<file path="config.mk">
export PLATFORM = sky130hd
export DESIGN_NAME = mem_wb_writeback_stage
export DESIGN_NICKNAME = d
export VERILOG_FILES = /design/src/rtl/mem_wb_writeback_stage.sv
export SDC_FILE = /design/constraint.sdc
export NUM_CORES = 1
export LEC_CHECK = 0
export CELL_PAD_IN_SITES_DETAIL_PLACEMENT = 0
export CELL_PAD_IN_SITES_GLOBAL_PLACEMENT = 2
export CORE_ASPECT_RATIO = 1.5
export CORE_MARGIN = 4
export CORE_UTILIZATION = 22
export CTS_BUF_LIST = sky130_fd_sc_hd__clkbuf_8
export DETAILED_ROUTE_END_ITERATION = 16
export HOLD_SLACK_MARGIN = 0.02
export PLACE_DENSITY = 0.93
export SKIP_CTS_REPAIR_TIMING = 1
export SYNTH_ARGS = -nofsm -noshare
export SYNTH_HDL_FRONTEND = slang
export SYNTH_SLANG_ARGS = --single-unit
</file>
<file path="constraint.sdc">
create_clock -name clk -period 2.2 [get_ports clk]
set_input_delay 0.44 -clock clk [delete_from_list [all_inputs] [get_ports clk]]
set_output_delay 0.44 -clock clk [all_outputs]
set_load 0.05 [all_outputs]
</file>
<file path="src/rtl/mem_wb_writeback_stage.sv">
// MEM/WB pipeline register, write-back data select and retired-instruction counter.
// Optional macro FWD_CMP_EN adds WB->EX forwarding comparators (ex_src_a/b -> fwd_hit_a/b).
module mem_wb_writeback_stage #(
  parameter int DATA_WIDTH = 64,
  parameter int ADDR_WIDTH = 5,
  parameter int ZERO_REG   = 31,
  parameter int CNT_WIDTH  = 32
) (
  input  logic                  clk,
  input  logic                  reset,
  input  logic                  stall,
  input  logic                  flush,
  input  logic                  mem_valid,
  input  logic [ADDR_WIDTH-1:0] mem_rd,
  input  logic                  mem_reg_write,
  input  logic                  mem_mem_to_reg,
  input  logic [DATA_WIDTH-1:0] mem_alu_result,
  input  logic [DATA_WIDTH-1:0] mem_read_data,
  output logic                  wb_valid,
  output logic [ADDR_WIDTH-1:0] wb_rd,
  output logic                  wb_write_enable,
  output logic [DATA_WIDTH-1:0] wb_data,
  output logic [CNT_WIDTH-1:0]  retired_count
`ifdef FWD_CMP_EN
  ,
  input  logic [ADDR_WIDTH-1:0] ex_src_a,
  input  logic [ADDR_WIDTH-1:0] ex_src_b,
  output logic                  fwd_hit_a,
  output logic                  fwd_hit_b
`endif
);

  localparam logic [ADDR_WIDTH-1:0] ZERO_ADDR = ADDR_WIDTH'(ZERO_REG);
  localparam logic [CNT_WIDTH-1:0]  CNT_ONE   = CNT_WIDTH'(1);

  logic reg_write;
  logic advance;

  // The instruction in WB leaves it (retires) whenever the register is not held.
  assign advance = ~stall | flush;

  always_ff @(posedge clk) begin
    if (reset) begin
      wb_valid      <= 1'b0;
      wb_rd         <= '0;
      wb_data       <= '0;
      reg_write     <= 1'b0;
      retired_count <= '0;
    end else begin
      if (wb_valid && advance) begin
        retired_count <= retired_count + CNT_ONE;
      end
      if (flush) begin
        wb_valid  <= 1'b0;
        reg_write <= 1'b0;
      end else if (!stall) begin
        wb_valid  <= mem_valid;
        wb_rd     <= mem_rd;
        reg_write <= mem_reg_write & mem_valid;
        wb_data   <= mem_mem_to_reg ? mem_read_data : mem_alu_result;
      end
    end
  end

  // Registered state only, so the decoder tree sees a glitch-free enable.
  assign wb_write_enable = wb_valid & reg_write & (wb_rd != ZERO_ADDR);

`ifdef FWD_CMP_EN
  assign fwd_hit_a = wb_write_enable & (wb_rd == ex_src_a);
  assign fwd_hit_b = wb_write_enable & (wb_rd == ex_src_b);
`endif

endmodule

</file>
==> results.yml, run 1 <==
outcome:
  status: "complete, no violations"
setup_path:
  slowest_delay_ns: 0.85
  crit_slowest_cell: "clkdlybuf4s50_1"
  critical_path_class: "reg -> out"
  crit_chain: "clkdlybuf4s50_1"
  worstSetupEndpointType: "output pin"
  critPathRequiredTime_ns: 1.76
  crit_start: "retired_count[0]"
  reg2reg_depth: 5
  worst-path-buf-inv: 1
  critical_path_depth: 1
  rrSetupSlack_ns: 0.20
  timing.rr.end: "retired_count[31]"
  rr_startpoint: "retired_count[6]"
  cp.arrival_ns: 1.65
  crit_family: "buffers and inverters"
  crit_end: "retired_count[0]"
  cp_max_fo: 5
  startpoint_type: "register"
sta:
  setup_viol: 0
  report.final.slew_viol_count: 0
  period_needed_ns: 2.09
  timing.hold.ws_ns: 0.492
  max_clock_freq_mhz: 478
  finalSetupTns_ns: 0
  hold_violations: 0
  rsz0062_at_grt: "no"
  period_share_pct: 95.1
  skew_ns: 0.0110
  slew_headroom_pct: 58.8
  tightest_slew_ns: 0.617
clocking:
  clk_pin_slew_ns: 0.10
  cts_buffers: 9
  cts_tree: "yes"
  clkLatencyLatePin_ns: 0.38
  cts_buffer_depth: 2
  cts-root-buf: "clkbuf_8"
  clock_sinks: 103
  cts_max_level: 3
pwr:
  p_seq_share_pct: 46.3
  ir_worst_vdd_mv: 0.280
  combPwrFrac_pct: 24.5
  p_switching_mw: 1.33
  p_clk_share_pct: 29.2
  power_density_nw_per_um2: 565
  power_leakage_nw: 2.81
  internal_power_mw: 2.98
  power_switching_share_pct: 30.8
final_layout:
  antenna_cells: 0
  nets: 875
  drive_gt1_share_pct: 7.58
  fin_cells: 1003
  area.growth.synth_to_final_pct: 68.0
  fillCellCount: 2120
route:
  vias_per_cell: 4.34
  drt_iter0_markers: 116
  firstDrtPassIters: 4
  ant_nets: 0
  routed_wl_mm: 14.6
  dr_total_vias: 4349
  wl_per_cell_um: 14.5
  drc: 0
placement:
  dpl.hpwl_mm: 11.3
  io_buffers: 242
  post-place-cells: 987
  place_congestion: 0.783
global_routing:
  grt_pass1_vias: 4210
  track_usage_pct: 12.1
  grt_pass1_wl_mm: 22.2
  grt-ovfl-total: 0
  grt_start_max_net_pins: 47
  grt_antenna_before_repair: 0
floorplan:
  std_cell_rows: 64
  fp.dieArea_um2: 23000
  fp.dieW_um: 125
  core_area_um2: 20300
  ios: 243
  initial_core_util_pct: 22.3
  die_h_um: 184
run:
  drv_cap: 0
logic_synthesis:
  synth_cell_types: 34
  postSynthCellCount: 497
  synth_nets: 638
  seq_area_frac_synth_pct: 45.4
  yosys_warnings: 0
  ys_seq_elements: 103
  synth_area_um2: 4540
  synth.avg_cell_area_um2: 9.14
hold_path:
  hp-class: "reg -> reg"
[routing by layer]
layer	wire length, µm	up-vias	global-route usage [%]
li1	-	2239	-
met1	5710	1924	13.6
met2	7200	171	20.6
met3	1380	15	4.39
met4	306	0	5.38
met5	0	-	0
[placed cells by master (no fill, tap or decap), types with 2 or more instances in the layout]
cell and instances:
nand4_1 7, nor3_1 7, mux2i_1 64, nand3_1 11, and2_1 3, nor2_1 92
and3_1 6, o21ai_0 3, inv_6 4, inv_1 5, and4_1 2, clkbuf_8 9
or3_1 3, nor2b_1 3, dlymetal6s2s_1 2, buf_4 20, xor2_1 6, clkdlybuf4s50_1 234
nand2_1 22, xnor2_1 21, a21oi_1 10, a211oi_1 64, buf_12 9, dfxtp_2 2
dfxtp_1 101, and4_4 3, nor4_1 13
[through the flow]
stage | util (%) | worst slack (ns) | area, µm² | total power, mW
after floorplan | - | 0.0116 | 4550 | 2.59
after global placement | 36.5 | -0.0304 | 7420 | 3.10
after detailed placement | 36.5 | -0.0471 | 7420 | 3.11
after CTS | 37.5 | 0.0201 | 7620 | 4.40
after global routing | 37.5 | 0.00856 | 7630 | 4.53
final | 37.5 | 0.109 | 7630 | 4.31
[how the worst min path moves through the flow]
stage                        start           endpoint  slack, ns  cells past startpoint
after floorplan              flush          reg_write       0.52                      1
after global placement    wb_rd[1]           wb_rd[1]       0.47                      2
after detailed placement  wb_rd[1]           wb_rd[1]       0.48                      2
after CTS                    reset  retired_count[15]       0.47                      2
after global routing         reset  retired_count[15]       0.50                      2
final                     wb_rd[1]           wb_rd[1]       0.49                      2
[worst reg2reg max path, cell delays in order, from the launching register on]
cell     delay [ns]
dfxtp_1        0.40
and4_4         0.27
nand2_1        0.20
or4_4          0.58
or3_1          0.35
a21oi_1        0.14
[cell usage after synthesis, drive strengths merged]
library cell / instances / share of area [%]
clkbuf: 26 / 2.1
and4: 5 / 1.1
nand3: 12 / 1.6
buf: 13 / 1.3
o21ai: 3 / 0.33
xnor2: 21 / 4.1
or3: 3 / 0.41
or4: 1 / 0.25
nor3b: 1 / 0.17
nor2b: 3 / 0.41
a211oi: 64 / 11
nand2b: 1 / 0.14
dfxtp: 103 / 45
a22oi: 1 / 0.17
a31oi: 1 / 0.14
inv: 4 / 0.33
nor3: 7 / 0.77
nand2: 23 / 2.0
mux2i: 64 / 14
nor4: 13 / 1.8
nor2: 93 / 7.7
nand4: 7 / 0.96
a21oi: 10 / 1.1
ha: 1 / 0.28
xor2: 6 / 1.2
and2: 3 / 0.41
or2: 1 / 0.14
and3: 6 / 0.83
mux2: 1 / 0.25
[power groups by stage]
stage / Combinational, mW / Sequential, mW / Clock (mW)
after global routing: 1.12 / 2.01 / 1.40
final: 1.06 / 1.99 / 1.26
after global placement: 1.07 / 2.03 / 0
after CTS: 1.07 / 2.00 / 1.33
after floorplan: 0.258 / 2.33 / 0
after detailed placement: 1.07 / 2.04 / 0
[final cells by class]
class | instances | area, µm² | share of cell area, %
Timing Repair Buffer | 265 | 2700 | 35.4
Multi-Input combinational cell | 351 | 2320 | 30.4
Sequential cell | 103 | 2060 | 27.1
Tap cell | 264 | 330 | 4.33
Clock buffer | 9 | 124 | 1.62
Clock inverter | 7 | 76.3 | 1.00
Inverter | 4 | 15.0 | 0.197
[logic make-up (layout without fill, tap and decap cells)]
kind of cell,count (synthesis),count (layout),share of synthesized area [%]
buffers and inverters,43,285,3.78
DFF,103,103,45.4
and+or+nand+nor,179,179,18.7
muxes,65,65,14.4
xor gates and xnor gates,27,27,5.21
AOI/OAI and AO/OA,79,79,12.3
adders and majority gates,1,1,0.276
[sequential cells by signal (all words and copies together), names as in the netlist]
| register | cells |
|---|---|
| wb_data | 64 |
| wb_rd | 5 |
| reg_write | 1 |
| retired_count | 32 |
| wb_valid | 1 |
No activity file was read; power rests on OpenSTA's default activity.
==> inputs of run 2 (changes only) <==
Settings changed: RECOVER_POWER from default to 100.
==> results.yml, run 2 (same netlist as run 1, synthesis figures left out) <==
global_routing:
  track_usage_pct: 12.1
  grt_start_max_net_pins: 47
  grt.met1_usage_pct: 13.6
  grt.met2_usage_pct: 20.6
  grt-ovfl-total: 0
  grt_pass1_wl_mm: 22.2
  use_met3_pct: 4.39
  grt-busiest-layer: "met2"
  grt_pass1_vias: 4210
  grt_antenna_before_repair: 0
floorplan:
  core_area_um2: 20300
  ios: 243
  die_h_um: 184
  std_cell_rows: 64
  fp.dieArea_um2: 23000
  fp.dieW_um: 125
  initial_core_util_pct: 22.3
outcome:
  status: "complete, no violations"
setup_path:
  startpoint_type: "register"
  cp_max_fo: 4
  worst-path-buf-inv: 1
  slowest_delay_ns: 0.90
  critPathRequiredTime_ns: 1.76
  crit_family: "buffers and inverters"
  critical_path_class: "reg -> out"
  crit_chain: "dlygate4sd3_1"
  cp.arrival_ns: 1.69
  crit_slowest_cell: "dlygate4sd3_1"
  worstSetupEndpointType: "output pin"
final_layout:
  final_common_cell: "clkdlybuf4s50_1"
  largest_register_ffs: 64
  largestRegisters: "wb_data x64, retired_count x32, wb_rd x5"
  multiInputGateArea_um2: 2290
  nets: 875
  area.growth.synth_to_final_pct: 65.6
  fin_cells: 1003
  drive_gt1_share_pct: 5.82
  regArea_um2: 2060
  top_register: "wb_data"
  fillCellCount: 2141
  fin_area_um2: 7520
  antenna_cells: 0
  final_cell_mix: "clkdlybuf4s50_1 (154), dfxtp_1 (101), nor2_1 (93)"
route:
  drt_iter0_markers: 143
  routed_wl_mm: 14.5
  firstDrtPassIters: 4
  dr_total_vias: 4364
  wl_per_cell_um: 14.5
  vias_per_cell: 4.35
  ant_nets: 0
  drc: 0
pwr:
  ir_worst_vdd_mv: 0.281
  combPwrFrac_pct: 23.7
  p_seq_share_pct: 46.7
  p_clk_share_pct: 29.6
  power_switching_share_pct: 31.0
  p_switching_mw: 1.32
  finalPower_mw: 4.26
  power_density_nw_per_um2: 567
  power_leakage_nw: 2.94
  internal_power_mw: 2.94
sta:
  tightest_slew_ns: 0.723
  setup_viol: 0
  report.final.slew_viol_count: 0
  period_share_pct: 96.9
  skew_ns: 0.00976
  finalSetupTns_ns: 0
  max_clock_freq_mhz: 469
  rsz0062_at_grt: "no"
  period_needed_ns: 2.13
  slew_headroom_pct: 52.0
  hold_violations: 0
placement:
  io_buffers: 242
  post-place-cells: 987
  place_area_um2: 7420
  dpl.hpwl_mm: 11.3
  place_congestion: 0.783
clocking:
  cts_max_level: 3
  clock_sinks: 103
  clkLatencyLatePin_ns: 0.38
  cts_buffers: 9
  clk_pin_slew_ns: 0.10
  cts_tree: "yes"
  cts-root-buf: "clkbuf_8"
  cts_buffer_depth: 2
run:
  drv_cap: 0
hold_path:
  hp-class: "reg -> reg"
==> run 2: stage by stage <==
stage	setup WS [ns]	hold WS [ns]	util, %
2_1_floorplan	0.0116	0.519	-
3_3_place_gp	-0.0304	0.473	36.5
3_5_place_dp	-0.0471	0.479	36.5
4_1_cts	0.0201	0.472	37.5
5_1_grt	0.0163	0.497	37.0
6_report	0.0685	0.482	37.0
==> run 2: final cells by class <==
class | instances | share of cell area [%]
well taps | 264 | 4.39
clock inverters | 7 | 1.01
inverters | 4 | 0.200
multi-input cells | 351 | 30.5
clock buffers | 9 | 1.65
repair buffers | 265 | 34.8
flip-flops and latches | 103 | 27.4
==> run 2: tightest hold or removal path, cell delays in order, from the launching register on <==
cell	delay, ns
dfxtp_1	0.34
nand2_1	0.06
a21oi_1	0.05
==> run 2: final timing paths <==
path	start	end	slack (ns)	cells after the start
max	retired_count[28]	retired_count[28]	0.07	1
min	wb_rd[3]	wb_rd[3]	0.48	2
max reg2reg	retired_count[6]	retired_count[31]	0.20	5
min reg2reg	wb_rd[3]	wb_rd[3]	0.48	2
==> run 2: power groups by stage <==
stage          registers (mW)  logic [mW]  clock network (mW)
4_1_cts                  2.00        1.07                1.33
6_report                 1.99        1.01                1.26
3_5_place_dp             2.04        1.07                   0
2_1_floorplan            2.33       0.258                   0
3_3_place_gp             2.03        1.07                   0
5_1_grt                  2.00        1.08                1.40
==> run 2: per-layer routing <==
layer | share of wire [%] | up-vias
met5 | 0 | -
met4 | 2.2 | 0
met3 | 9.6 | 16
met2 | 50 | 178
met1 | 39 | 1916
li1 | - | 2254
